==> src/rtl/servo_pkg.sv <==
// servo_pkg: shared types and constants for the servo sequencer.
//   ch_state_e    : per-channel sequencer state
//   cmd_e         : command kind, encoded as {instr_active, instr_mode}
//   decode_cmd    : maps the two instruction flag bits onto cmd_e
//   DEFAULT_POS_W : default position width
package servo_pkg;

  localparam int DEFAULT_POS_W = 8;

  typedef enum logic [1:0] {
    ST_IDLE    = 2'd0,
    ST_MANUAL  = 2'd1,
    ST_EXTEND  = 2'd2,
    ST_RETRACT = 2'd3
  } ch_state_e;

  // Encoding is {active, mode} so the decode is a plain cast.
  typedef enum logic [1:0] {
    CMD_STOP   = 2'b00,
    CMD_SETPOS = 2'b01,
    CMD_AUTO   = 2'b10,
    CMD_MANUAL = 2'b11
  } cmd_e;

  function automatic cmd_e decode_cmd(input logic active, input logic mode);
    return cmd_e'({active, mode});
  endfunction

endpackage

==> src/rtl/seq_channel.sv <==
// seq_channel: one servo channel of the sequencer.
// Holds the channel state machine, dwell counter, target and commanded position,
// and the programmable extended/retracted end positions.
// Optional feature macro: SERVO_SEQ_SLEW_LIMIT_EN (position slews toward target
// one count per slew_tick instead of jumping).
// Ports:
//   clk, reset   : clock, asynchronous active-high reset
//   cmd_valid    : a non-STOP command addressed to this channel
//   cmd          : decoded command kind
//   cmd_sel      : SETPOS select, 1 = extended, 0 = retracted
//   cmd_value    : command position value
//   stop         : global stop, applies to every channel
//   slew_tick    : shared prescaler tick (slew build only)
//   pos          : commanded position (registered)
//   enable       : servo-driver enable (registered)
//   busy         : auto sequence (EXTEND or RETRACT) in progress
import servo_pkg::*;

module seq_channel #(
  parameter int POS_W       = DEFAULT_POS_W,
  parameter int HOLD_CYCLES = 50000000
) (
  input  logic             clk,
  input  logic             reset,
  input  logic             cmd_valid,
  input  cmd_e             cmd,
  input  logic             cmd_sel,
  input  logic [POS_W-1:0] cmd_value,
  input  logic             stop,
`ifdef SERVO_SEQ_SLEW_LIMIT_EN
  input  logic             slew_tick,
`endif
  output logic [POS_W-1:0] pos,
  output logic             enable,
  output logic             busy
);

  localparam int CNT_W = $clog2(HOLD_CYCLES + 1);
  localparam logic [CNT_W-1:0] CNT_LAST = CNT_W'(HOLD_CYCLES - 1);

  ch_state_e        state_reg,  state_next;
  logic [CNT_W-1:0] cnt_reg,    cnt_next;
  logic [POS_W-1:0] target_reg, target_next;
  logic [POS_W-1:0] pos_reg,    pos_next;
  logic [POS_W-1:0] ext_reg,    ext_next;
  logic [POS_W-1:0] ret_reg,    ret_next;
  logic             enable_reg, enable_next;
  logic             at_target;

  assign at_target = (pos_reg == target_reg);

  always_comb begin
    state_next  = state_reg;
    cnt_next    = cnt_reg;
    target_next = target_reg;
    ext_next    = ext_reg;
    ret_next    = ret_reg;
    enable_next = enable_reg;

    // Dwell: count only while parked at the target, so with slew limiting the
    // hold time starts on arrival.
    case (state_reg)
      ST_EXTEND: begin
        if (at_target) begin
          if (cnt_reg == CNT_LAST) begin
            state_next  = ST_RETRACT;
            target_next = ret_reg;
            cnt_next    = '0;
          end else begin
            cnt_next = cnt_reg + CNT_W'(1);
          end
        end
      end
      ST_RETRACT: begin
        if (at_target) begin
          if (cnt_reg == CNT_LAST) begin
            state_next  = ST_IDLE;
            enable_next = 1'b0;
            cnt_next    = '0;
          end else begin
            cnt_next = cnt_reg + CNT_W'(1);
          end
        end
      end
      default: ;
    endcase

    if (stop) begin
      // Freeze the target at the current position so a slewing channel halts.
      state_next  = ST_IDLE;
      enable_next = 1'b0;
      cnt_next    = '0;
      target_next = pos_reg;
    end else if (cmd_valid) begin
      case (cmd)
        CMD_MANUAL: begin
          state_next  = ST_MANUAL;
          target_next = cmd_value;
          enable_next = 1'b1;
          cnt_next    = '0;
        end
        CMD_AUTO: begin
          state_next  = ST_EXTEND;
          target_next = ext_reg;
          enable_next = 1'b1;
          cnt_next    = '0;
        end
        CMD_SETPOS: begin
          if (cmd_sel) ext_next = cmd_value;
          else         ret_next = cmd_value;
        end
        default: ;
      endcase
    end
  end

`ifdef SERVO_SEQ_SLEW_LIMIT_EN
  // Step toward the new target so a STOP (target frozen) never moves.
  always_comb begin
    pos_next = pos_reg;
    if (slew_tick) begin
      if (pos_reg < target_next)      pos_next = pos_reg + POS_W'(1);
      else if (pos_reg > target_next) pos_next = pos_reg - POS_W'(1);
    end
  end
`else
  // Position follows the target directly, giving one-cycle command latency.
  assign pos_next = target_next;
`endif

  always_ff @(posedge clk or posedge reset) begin
    if (reset) begin
      state_reg  <= ST_IDLE;
      cnt_reg    <= '0;
      target_reg <= '0;
      pos_reg    <= '0;
      ext_reg    <= '1;
      ret_reg    <= '0;
      enable_reg <= 1'b0;
    end else begin
      state_reg  <= state_next;
      cnt_reg    <= cnt_next;
      target_reg <= target_next;
      pos_reg    <= pos_next;
      ext_reg    <= ext_next;
      ret_reg    <= ret_next;
      enable_reg <= enable_next;
    end
  end

  assign pos    = pos_reg;
  assign enable = enable_reg;
  assign busy   = (state_reg == ST_EXTEND) || (state_reg == ST_RETRACT);

endmodule

==> src/rtl/servo_sequencer.sv <==
// servo_sequencer: multi-channel servo position sequencer.
// Decodes one instruction per cycle and routes it to NUM_CH seq_channel
// instances; STOP is broadcast to all channels.
// Optional feature macro: SERVO_SEQ_SLEW_LIMIT_EN (adds a shared prescaler
// producing a slew tick every SLEW_DIV cycles).
// Ports:
//   clk, reset   : clock, asynchronous active-high reset
//   instr_valid  : qualifies the instr_* fields for one cycle
//   instr_active : 1 = motion command, 0 = configuration/stop
//   instr_mode   : 1 = maintenance/config, 0 = auto/stop
//   instr_sel    : SETPOS end-position select, 1 = extended, 0 = retracted
//   instr_ch     : target channel (out-of-range indices are ignored)
//   instr_value  : position value
//   pos_out      : per-channel commanded position, channel 0 in LSBs
//   enable_out   : per-channel driver enable
//   busy         : per-channel auto sequence in progress
import servo_pkg::*;

module servo_sequencer #(
  parameter int NUM_CH      = 2,
  parameter int POS_W       = DEFAULT_POS_W,
  parameter int HOLD_CYCLES = 50000000,
  parameter int SLEW_DIV    = 50000,
  localparam int CH_W       = (NUM_CH > 1) ? $clog2(NUM_CH) : 1
) (
  input  logic                    clk,
  input  logic                    reset,
  input  logic                    instr_valid,
  input  logic                    instr_active,
  input  logic                    instr_mode,
  input  logic                    instr_sel,
  input  logic [CH_W-1:0]         instr_ch,
  input  logic [POS_W-1:0]        instr_value,
  output logic [NUM_CH*POS_W-1:0] pos_out,
  output logic [NUM_CH-1:0]       enable_out,
  output logic [NUM_CH-1:0]       busy
);

  cmd_e cmd;
  logic stop;

  assign cmd  = decode_cmd(instr_active, instr_mode);
  assign stop = instr_valid && (cmd == CMD_STOP);

`ifdef SERVO_SEQ_SLEW_LIMIT_EN
  localparam int DIV_W = (SLEW_DIV > 1) ? $clog2(SLEW_DIV) : 1;
  localparam logic [DIV_W-1:0] DIV_LAST = DIV_W'(SLEW_DIV - 1);

  logic [DIV_W-1:0] presc_reg;
  logic             slew_tick;

  assign slew_tick = (presc_reg == DIV_LAST);

  always_ff @(posedge clk or posedge reset) begin
    if (reset)          presc_reg <= '0;
    else if (slew_tick) presc_reg <= '0;
    else                presc_reg <= presc_reg + DIV_W'(1);
  end
`endif

  generate
    for (genvar gi = 0; gi < NUM_CH; gi++) begin : g_ch
      logic             ch_cmd_valid;
      logic [POS_W-1:0] ch_pos;

      // An index that matches no instance (instr_ch >= NUM_CH) selects nothing.
      assign ch_cmd_valid = instr_valid && (cmd != CMD_STOP) &&
                            (instr_ch == CH_W'(gi));

      seq_channel #(
        .POS_W       (POS_W),
        .HOLD_CYCLES (HOLD_CYCLES)
      ) u_ch (
        .clk       (clk),
        .reset     (reset),
        .cmd_valid (ch_cmd_valid),
        .cmd       (cmd),
        .cmd_sel   (instr_sel),
        .cmd_value (instr_value),
        .stop      (stop),
`ifdef SERVO_SEQ_SLEW_LIMIT_EN
        .slew_tick (slew_tick),
`endif
        .pos       (ch_pos),
        .enable    (enable_out[gi]),
        .busy      (busy[gi])
      );

      assign pos_out[gi*POS_W +: POS_W] = ch_pos;
    end
  endgenerate

endmodule
==> config.mk <==
export PLATFORM = sky130hd
export DESIGN_NAME = servo_sequencer
export DESIGN_NICKNAME = d
export VERILOG_FILES = /design/src/rtl/servo_pkg.sv /design/src/rtl/seq_channel.sv /design/src/rtl/servo_sequencer.sv
export SDC_FILE = /design/constraint.sdc
export NUM_CORES = 1
export LEC_CHECK = 0
export ABC_AREA = 1
export CAP_MARGIN = 15
export CORE_AREA = 2 2 121 123
export CTS_CLUSTER_DIAMETER = 150
export CTS_CLUSTER_SIZE = 16
export DETAILED_ROUTE_END_ITERATION = 8
export DIE_AREA = 0 0 123 125
export DONT_BUFFER_PORTS = 1
export PLACE_DENSITY = 0.64
export SLEW_MARGIN = 20
export SYNTH_ARGS = -nofsm -noshare
export SYNTH_HDL_FRONTEND = slang
export SYNTH_SLANG_ARGS = --single-unit
==> constraint.sdc <==
create_clock -name clk -period 8 [get_ports clk]
set_input_delay 1.6 -clock clk [delete_from_list [all_inputs] [get_ports clk]]
set_output_delay 1.6 -clock clk [all_outputs]
set_load 0.02 [all_outputs]
==> results of run 1 <==
[metal layers]
metal	vias up	track usage (%)	part of all wire, %
li1	2694	-	-
met1	2436	28.88	47
met2	107	30.78	47
met3	19	3.422	4.5
met4	0	6.618	1.8
met5	-	0	0
[logic make-up (layout without fill, tap and decap cells)]
logic type                 after synthesis  in the layout  share of synthesized area (%)
DFF                                    106            106                          42.77
and+or+nand+nor                        450            450                          33.70
xor gates and xnor gates                14             14                          1.962
buffers and inverters                  142            135                          9.851
AOI/OAI and AO/OA                      127            127                          11.31
adders and majority gates                2              2                         0.4004
[worst reg2reg max path, delay by kind of cell (launching register included)]
family                     cells  cell delay [ps]
adders and majority gates      1              210
buffers and inverters          2              250
DFF                            1              400
and+or+nand+nor                7             1710
[cells in the final DEF, fill, tap and decap left out, types with 2 or more instances in the layout]
| master | instances |
|---|---|
| nand2_1 | 169 |
| nor2_1 | 119 |
| inv_1 | 102 |
| dfrtp_1 | 90 |
| nand3_1 | 69 |
| a21oi_1 | 54 |
| o21ai_0 | 32 |
| nand4_1 | 29 |
| nor3_1 | 22 |
| o21ai_1 | 17 |
| o21ai_2 | 16 |
| dfstp_2 | 16 |
| inv_2 | 12 |
| xor2_1 | 12 |
| nand2_2 | 11 |
| clkbuf_16 | 9 |
| nor2_2 | 5 |
| a31oi_1 | 5 |
| nor2_4 | 4 |
| nand2_4 | 4 |
| nor3b_1 | 4 |
| nand3_2 | 3 |
| nor3_2 | 3 |
| nor3_4 | 2 |
| nand3_4 | 2 |
| xnor2_1 | 2 |
| o22ai_1 | 2 |
| ha_1 | 2 |
| clkbuf_8 | 2 |
| inv_6 | 2 |
| clkinv_4 | 2 |
| buf_4 | 2 |
[layout make-up]
cell class / count / area, µm²
inverters: 117 / 442.9
flip-flops and latches: 106 / 2673
clock buffers: 12 / 256.5
fillers: 1455 / 7591
well taps: 184 / 230.2
multi-input cells: 593 / 2960
repair buffers: 2 / 15.01
clock inverters: 4 / 35.03
[power groups by stage]
stage	logic, mW	registers (mW)	clock network (mW)
floorplan	0.202	0.709	0
global placement	0.224	0.734	0
detailed placement	0.229	0.735	0
CTS	0.229	0.726	0.446
global route	0.268	0.738	0.464
finish	0.226	0.726	0.436
[synthesized netlist by cell type (3+ instances only)]
cell type,n
nand3_1,69
a31oi_1,5
inv_1,103
buf_6,7
clkbuf_1,6
nand2_2,11
o21ai_2,16
nand3_2,3
xor2_1,12
nor3_2,3
inv_2,12
nor2_2,5
nor3b_1,4
nor2_1,119
a21oi_1,54
nand2_4,4
nand2_1,169
buf_4,6
nor3_1,22
nand4_1,29
o21ai_1,17
o21ai_0,32
dfrtp_1,90
buf_2,5
nor2_4,4
dfstp_2,16
[per-stage QoR]
stage | instance area (µm²) | instances | util [%] | setup WS (ps) | hold slack (ps)
after floorplan | 6248 | 841 | - | 3638 | 450.2
after global placement | 6321 | 1002 | 44.50 | 4875 | 461.0
after detailed placement | 6321 | 1002 | 44.50 | 4827 | 464.9
after CTS | 6613 | 1018 | 46.56 | 5198 | 476.5
after global routing | 6613 | 1018 | 46.56 | 5022 | 490.2
final | 6613 | 1018 | 46.56 | 5184 | 475.5
[worst max-delay path by stage]
| stage | to | slack (ps) | cells after the start |
|---|---|---|---|
| after CTS | g_ch[0].u_ch.cnt_reg[20] | 5200 | 9 |
| final | g_ch[0].u_ch.cnt_reg[20] | 5180 | 9 |
| after global placement | g_ch[0].u_ch.cnt_reg[22] | 4870 | 9 |
| after global routing | g_ch[0].u_ch.cnt_reg[22] | 5020 | 9 |
| after detailed placement | g_ch[0].u_ch.cnt_reg[20] | 4830 | 9 |
| after floorplan | g_ch[0].u_ch.cnt_reg[0] | 3640 | 1 |
==> out/results.ini, run 1 <==
[cells_and_area]
area.growth.synth_to_final_pct=5.827
largest_register_ffs=52
finalNetCount=846
diodes=0
layout-drive-gt1-share_pct=11.87

[clock_tree]
cts_buffers=9
root_buffer=clkbuf_16
cts_setup_buffers=0
clk_pin_slew_ps=70
htree_levels=3
cts_hold_buffers=0
cts_tree=done
cts.sinks=106
clockBufferDepth=2
clk_latency_ps=350
ctsResizeCount=0

[die]
start_util_pct=43.99
die_w_um=123
die-area_mm2=0.01538
core.rowCount=44
core_mm2=0.01420
io_pins=35
die_h_um=125

[worst_setup_path]
r2r_end=g_ch[0].u_ch.cnt_reg[22]
regToRegSetupSlack_ps=5330
slowest_stage=nand2_1
setup.worst_path.start=instr_mode
critPathMostFrequentCell=nand2_1
cp-start-kind=primary input
cp-end-kind=flop
worst-endpoint-required_ps=8280
path_cells=nor2_4, nor3_4, nand2_1, nand2_1, inv_2, nand2_2, inv_2, nand2_1, a21oi_1
rr_worst_depth=10
crit_family=simple AND/OR/NAND/NOR gates
cp_num_buf_inv=2
cp_max_fo=17
max_stage_delay_ps=330
arrival_ps=3100
crit_type=in2reg
rr_startpoint=g_ch[0].u_ch.cnt_reg[0]

[routing]
vias=5256
wire_per_inst_um=14.25
via_per_inst=5.163
drtIter0Drc=279
firstDrtPassIters=5
final_antenna_net_count=0
drc=0
drt-total-wl_mm=14.51

[power_and_ir_drop]
p_clk_share_pct=31.4
p_per_area_mw_per_mm2=209.9
power_frac_seq_pct=52.3
ir_drop_v=0.0001502
switching_share_pct=31.97
finalPower_mw=1.388
intPower_uw=944.2
p_leak_nw=3.012
switching_power_uw=443.7
power_frac_comb_pct=16.3

[timing]
hold_viol=0
fin_crit_sh_pct=35.20
drv_slew=0
max_slew.worst_pin.slew_ps=926.1
clock_skew_ps=9.594
rsz0062_at_grt=no
fmax_mhz=355.1
fin_tns_setup_ps=0
max_slew_margin_pct=38.03
setup_viol=0
finalCriticalPeriod_ps=2816

[logic_synthesis]
synth_edf_count=0
netlist_area_mm2=0.006248
synthDistinctLibCells=39
async_flop_share_pct=100.0
yosys_warnings=0
netlist_instances=841
synth_nets=858
synth.top_cell.area_share_pct=36.04
yosysTopAreaCell=dfrtp_1
ys.flop_type=dfrtp_1
ys_seq_elements=106
synth.area.top_cells=dfrtp_1, nand2_1, nor2_1
avgSynthCellArea_um2=7.430
ys_seq_area_share_pct=42.77

[hold_path]
min_from=g_ch[0].u_ch.ext_reg[1]
hold_end=g_ch[0].u_ch.ext_reg[1]
min_path_type=reg2reg
whs_path_depth=2

[global_routing]
grt_pass1_wl_mm=24.74
grt_remaining_overflow=0
track_usage_pct=20.07
grt_pass1_vias=5006
grt_max_degree=74
antenna_found_initial=0

[run]
cap_violations=0

[placed_design]
gp_congestion=0.8501
dp_hpwl_mm=10.44
port_buffers=0

[outcome]
outcome=finished clean

No activity file was read; power rests on OpenSTA's default activity.
==> run 2: changes to the inputs <==
--- a/config.mk
+++ b/config.mk
@@ -13,7 +13,7 @@
 export DETAILED_ROUTE_END_ITERATION = 8
 export DIE_AREA = 0 0 123 125
 export DONT_BUFFER_PORTS = 1
-export PLACE_DENSITY = 0.64
+export PLACE_DENSITY = 0.66
 export SLEW_MARGIN = 20
 export SYNTH_ARGS = -nofsm -noshare
 export SYNTH_HDL_FRONTEND = slang
==> constraint.sdc (replaced) <==
create_clock -name clk -period 2.4 [get_ports clk]
set_input_delay 0.48 -clock clk [delete_from_list [all_inputs] [get_ports clk]]
set_output_delay 0.48 -clock clk [all_outputs]
set_load 0.02 [all_outputs]
==> run 2 against run 1 <==
First-iteration DRC count increased by 5.7%. Global-route usage increased by 0.11 points. Critical path depth increased by 1. Utilization increased by 0.69 points. Combinational power increased to 3.5 times the previous value. Design area increased by 1.5%. Non-clock buffer count increased by 8. Sequential cell count unchanged. Wire length increased by 0.83%. Setup slack got worse by 4600 ps. Worst hold slack got worse by 95 ps. Register-to-register slack got worse by 4700 ps. Critical path type is now reg2reg. Largest cell class unchanged. Largest power group unchanged. Highest routed layer unchanged.
==> out/results.ini, run 2 (same netlist as run 1, synthesis figures left out) <==
[outcome]
outcome=finished clean

[cells_and_area]
largest_register_ffs=52
mostFrequentLayoutCell=nand2_1
area.growth.synth_to_final_pct=7.389
final_cell_mix=nand2_1, nor2_1, inv_1, dfrtp_1, nand3_1
area.sequential_mm2=0.002673
n_fill_cell=1442
multi_input_area_mm2=0.002960
layout-drive-gt1-share_pct=12.59
fin_cells=1026
diodes=0
finalNetCount=854

[timing]
max_slew_margin_pct=67.45
max_slew.worst_pin.slew_ps=487.8
rsz0062_at_grt=no
drv_slew=0
clock_skew_ps=13.69
fmax_mhz=559.8
fin_crit_sh_pct=74.43
hold_viol=0
setup_viol=0
finalCriticalPeriod_ps=1786
fin_tns_setup_ps=0

[global_routing]
grt_max_degree=79
track_usage_pct=20.18
grt_remaining_overflow=0
grt_pass1_vias=5046
grt_pass1_wl_mm=24.99
antenna_found_initial=0

[die]
core.rowCount=44
die-area_mm2=0.01538
die_h_um=125
start_util_pct=43.99
core_mm2=0.01420
io_pins=35
die_w_um=123

[clock_tree]
clk_pin_slew_ps=70
cts_tree=done
clockBufferDepth=2
root_buffer=clkbuf_16
cts_setup_buffers=0
cts.sinks=106
clk_latency_ps=360
htree_levels=3
cts_buffers=9

[routing]
wire_per_inst_um=14.26
drc=0
vias=5291
final_antenna_net_count=0
drtIter0Drc=295
drt-total-wl_mm=14.63
via_per_inst=5.157
firstDrtPassIters=5

[hold_path]
min_path_type=in2reg
whs_path_depth=3

[run]
cap_violations=0

[power_and_ir_drop]
power_frac_comb_pct=16.4
p_clk_share_pct=32.9
p_leak_nw=3.060
power_frac_seq_pct=50.6
p_per_area_mw_per_mm2=712.5
switching_power_mw=1.512
intPower_mw=3.269
switching_share_pct=31.63
ir_drop_v=0.0005042

[placed_design]
dp_hpwl_mm=10.58
port_buffers=0
gp_congestion=0.8879
dpl.cell_count=1009

[worst_setup_path]
cp-end-kind=flop
crit_type=reg2reg
cp_max_fo=17
worst-endpoint-required_ps=2640
rr_worst_depth=10
cp-start-kind=flop
arrival_ps=2030

## run 2: changes by cell type in the layout (fill, tap and decap cells not counted)
cell / delta
buf_4: +6
clkinv_4: -2
buf_12: +1
bufinv_16: +1
clkinvlp_4: +1
dlygate4sd3_1: +1
inv_4: -1
inv_6: +1
## run 2: metrics by stage
| stage | setup WS, ps | utilization (%) | power, mW | hold WS (ps) | cell area (µm²) |
|---|---|---|---|---|---|
| floorplan | 659.5 | - | 3.038 | 450.2 | 6252 |
| global placement | 627.3 | 44.97 | 3.220 | 356.1 | 6387 |
| detailed placement | 570.8 | 44.97 | 3.242 | 364.7 | 6387 |
| CTS | 604.2 | 47.24 | 4.821 | 374.4 | 6710 |
| global route | 417.4 | 47.24 | 5.047 | 387.9 | 6710 |
| finish | 613.7 | 47.24 | 4.781 | 380.8 | 6710 |
## run 2: worst paths after layout
kind,slack (ps),from,to
setup / recovery,610,g_ch[0].u_ch.cnt_reg[0],g_ch[0].u_ch.cnt_reg[22]
hold / removal,380,instr_active,g_ch[0].u_ch.state_reg[0]
setup reg to reg,610,g_ch[0].u_ch.cnt_reg[0],g_ch[0].u_ch.cnt_reg[22]
hold reg to reg,480,g_ch[0].u_ch.ext_reg[6],g_ch[0].u_ch.ext_reg[6]
max in group asynchronous,1060,reset,g_ch[0].u_ch.ext_reg[7]
min in group asynchronous,600,reset,g_ch[1].u_ch.cnt_reg[17]
## run 2: cell type report
class	count	share of cell area [%]
Clock buffer	12	3.822
Clock inverter	4	0.8391
Inverter	117	6.619
Multi-Input combinational cell	593	44.12
Sequential cell	106	39.83
Tap cell	184	3.431
Timing Repair Buffer	10	1.343
## run 2: repair_timing
action	CTS	global route
hold buffers	1	0
resized for setup	0	0
setup endpoints to repair	0	0
endpoints found under the hold margin	14	0
## run 2: layer usage
metal	global-route usage, %	routed length [µm]	part of all wire [%]
met3	4.060	647	4.4
met5	0	0	0
met1	28.77	6988	48
met2	30.87	6770	46
met4	6.417	227	1.6
## run 2: power by group through the flow
stage | Combinational, mW | Clock (mW) | Sequential (mW)
after CTS | 0.791 | 1.61 | 2.42
final | 0.784 | 1.58 | 2.42
after global placement | 0.769 | 0 | 2.45
after detailed placement | 0.788 | 0 | 2.45
after global routing | 0.920 | 1.67 | 2.46
after floorplan | 0.674 | 0 | 2.36
## run 2: worst max-delay path, cell delays in order, from the launching register on
cell     delay, ps
dfrtp_1        380
ha_1           200
nand3_1        100
inv_1          100
nand2_1         50
nor2_1         130
nand3_1        150
nand2_2        310
inv_2          110
nand2_1         80
nor2_1          40
==> run 3: changes to the inputs <==
==> constraint.sdc (replaced) <==
create_clock -name clk -period 1.6 [get_ports clk]
set_input_delay 0.32 -clock clk [delete_from_list [all_inputs] [get_ports clk]]
set_output_delay 0.32 -clock clk [all_outputs]
set_load 0.02 [all_outputs]
==> run 3 against run 2 <==
The run now ends with negative hold slack, negative setup slack left. Utilization rose by 8.6 points. First-iteration DRC count rose by 3.7%. Sequential cell count did not move. Wire length rose by 11%. Clock-buffer cell count fell by 3. Clock power rose by 69%. Design area rose by 18%. Critical path depth fell by 3.
==> out/results.ini, run 3 (same netlist as run 1, synthesis figures left out) <==
[outcome]
outcome=complete, but fails checks
violations=negative hold slack, negative setup slack

[placed_design]
gp_congestion=0.9076
dp_hpwl_mm=11.39
dpl.cell_count=1085
port_buffers=0

[worst_setup_path]
arrival_ps=1890
crit_family=simple AND/OR/NAND/NOR gates
slowest_stage=dfrtp_1
worst-endpoint-required_ps=1840
path_cells=nand2_1, nor3_2, nand2_1, nor2_4, nand2_2, xor2_1, nor2_1
cp_max_fo=4
crit_type=reg2reg
cp-end-kind=flop
max_stage_delay_ps=410
cp_num_buf_inv=0
critPathMostFrequentCell=nand2_1
cp-start-kind=flop

[global_routing]
antenna_found_initial=0
track_usage_pct=21.46
grt_pass1_vias=5346
grt_remaining_overflow=0
grt_pass1_wl_mm=26.48
grt_max_degree=107

[cells_and_area]
fin_cells=1123
layout-drive-gt1-share_pct=30.24
area.growth.synth_to_final_pct=26.97
final_cell_mix=nand2_1, inv_1, nor2_1, buf_4, dfrtp_1
finalNetCount=951
mostFrequentLayoutCell=nand2_1
largest_register_ffs=52
diodes=0

[clock_tree]
htree_levels=3
clockBufferDepth=2
clk_latency_ps=360
cts_hold_buffers=0
cts_buffers=9
clk_pin_slew_ps=70
root_buffer=clkbuf_16
cts_tree=done
cts.sinks=106

[routing]
firstDrtPassIters=4
final_antenna_net_count=0
via_per_inst=5.183
drt-total-wl_mm=16.29
wire_per_inst_um=14.51
drtIter0Drc=306
drc=0
vias=5820

[timing]
finalCriticalPeriod_ps=1647
fmax_mhz=607.3
fin_crit_sh_pct=102.9
fin_ws_ps=-46.61
hold_viol=3
max_slew.worst_pin.slew_ps=586.8
setup_viol=3
max_slew_margin_pct=60.88
fin_tns_setup_ps=-128.5
rsz0062_at_grt=yes
clock_skew_ps=10.37
drv_slew=0
whs_ps=-4.111

[power_and_ir_drop]
p_clk_share_pct=33.8
finalPower_mw=7.900
power_frac_seq_pct=45.8
p_leak_nw=3.648
ir_drop_v=0.0006094
p_per_area_mw_per_mm2=995.7
intPower_mw=5.403
switching_power_mw=2.497
switching_share_pct=31.61
power_frac_comb_pct=20.4

[die]
die_h_um=125
die-area_mm2=0.01538
die_w_um=123
start_util_pct=43.99
io_pins=35
core.rowCount=44
core_mm2=0.01420

[hold_path]
min_path_type=in2async

[run]
cap_violations=0

==> run 3: per-stage QoR <==
stage	hold WS [ps]	setup WS (ps)	area [µm²]	util, %
finish	-4.111	-46.61	7934	55.86
global route	62.59	-173.7	7934	55.86
CTS	43.56	1.580	7377	51.94
detailed placement	420.7	-63.90	6983	49.16
global placement	419.0	-20.32	6983	49.16
floorplan	450.2	19.53	6252	-
==> run 3: repair_timing <==
action	in CTS	in global routing
resized for setup	11	106
pin swaps	1	51
buffers inserted	0	20
endpoints found under the setup margin	30	70
cloned	0	2
==> run 3: power groups by stage <==
stage,sequential [mW],combinational [mW],clock [mW]
after floorplan,3.55,1.01,0
after global placement,3.62,1.38,0
after detailed placement,3.63,1.41,0
after CTS,3.58,1.42,2.71
after global routing,3.68,1.83,2.82
final,3.61,1.61,2.67
==> run 3: cell type report <==
class	instances	area (µm²)
fillers	1304	6270
flip-flops and latches	106	2675
clock inverters	7	132.6
well taps	184	230.2
multi-input cells	595	3363
inverters	117	444.2
clock buffers	9	225.2
repair buffers	105	863.3
==> run 3: final timing paths <==
path | to | slack (ps) | cells past startpoint | start
max reg2reg | g_ch[1].u_ch.cnt_reg[20] | -50 | 7 | g_ch[1].u_ch.cnt_reg[8]
min reg2reg | g_ch[0].u_ch.ext_reg[3] | 480 | 2 | g_ch[0].u_ch.ext_reg[3]
max | g_ch[1].u_ch.cnt_reg[20] | -50 | 7 | g_ch[1].u_ch.cnt_reg[8]
max in group asynchronous | g_ch[1].u_ch.state_reg[1] | 1150 | 2 | reset
min | g_ch[1].u_ch.cnt_reg[24] | -4 | 2 | reset
min in group clk | g_ch[0].u_ch.ext_reg[3] | 170 | 2 | instr_value[3]
==> run 3: routing by layer <==
layer  track usage, %  wire length [µm]  share of wire [%]  vias to the layer above
met5                0                 0                  0                        -
met4            6.217               325                2.0                        0
met3            3.604               759                4.7                       26
met2            33.12              7870                 48                      133
met1            31.07              7339                 45                     2747
li1                 -                 -                  -                     2914
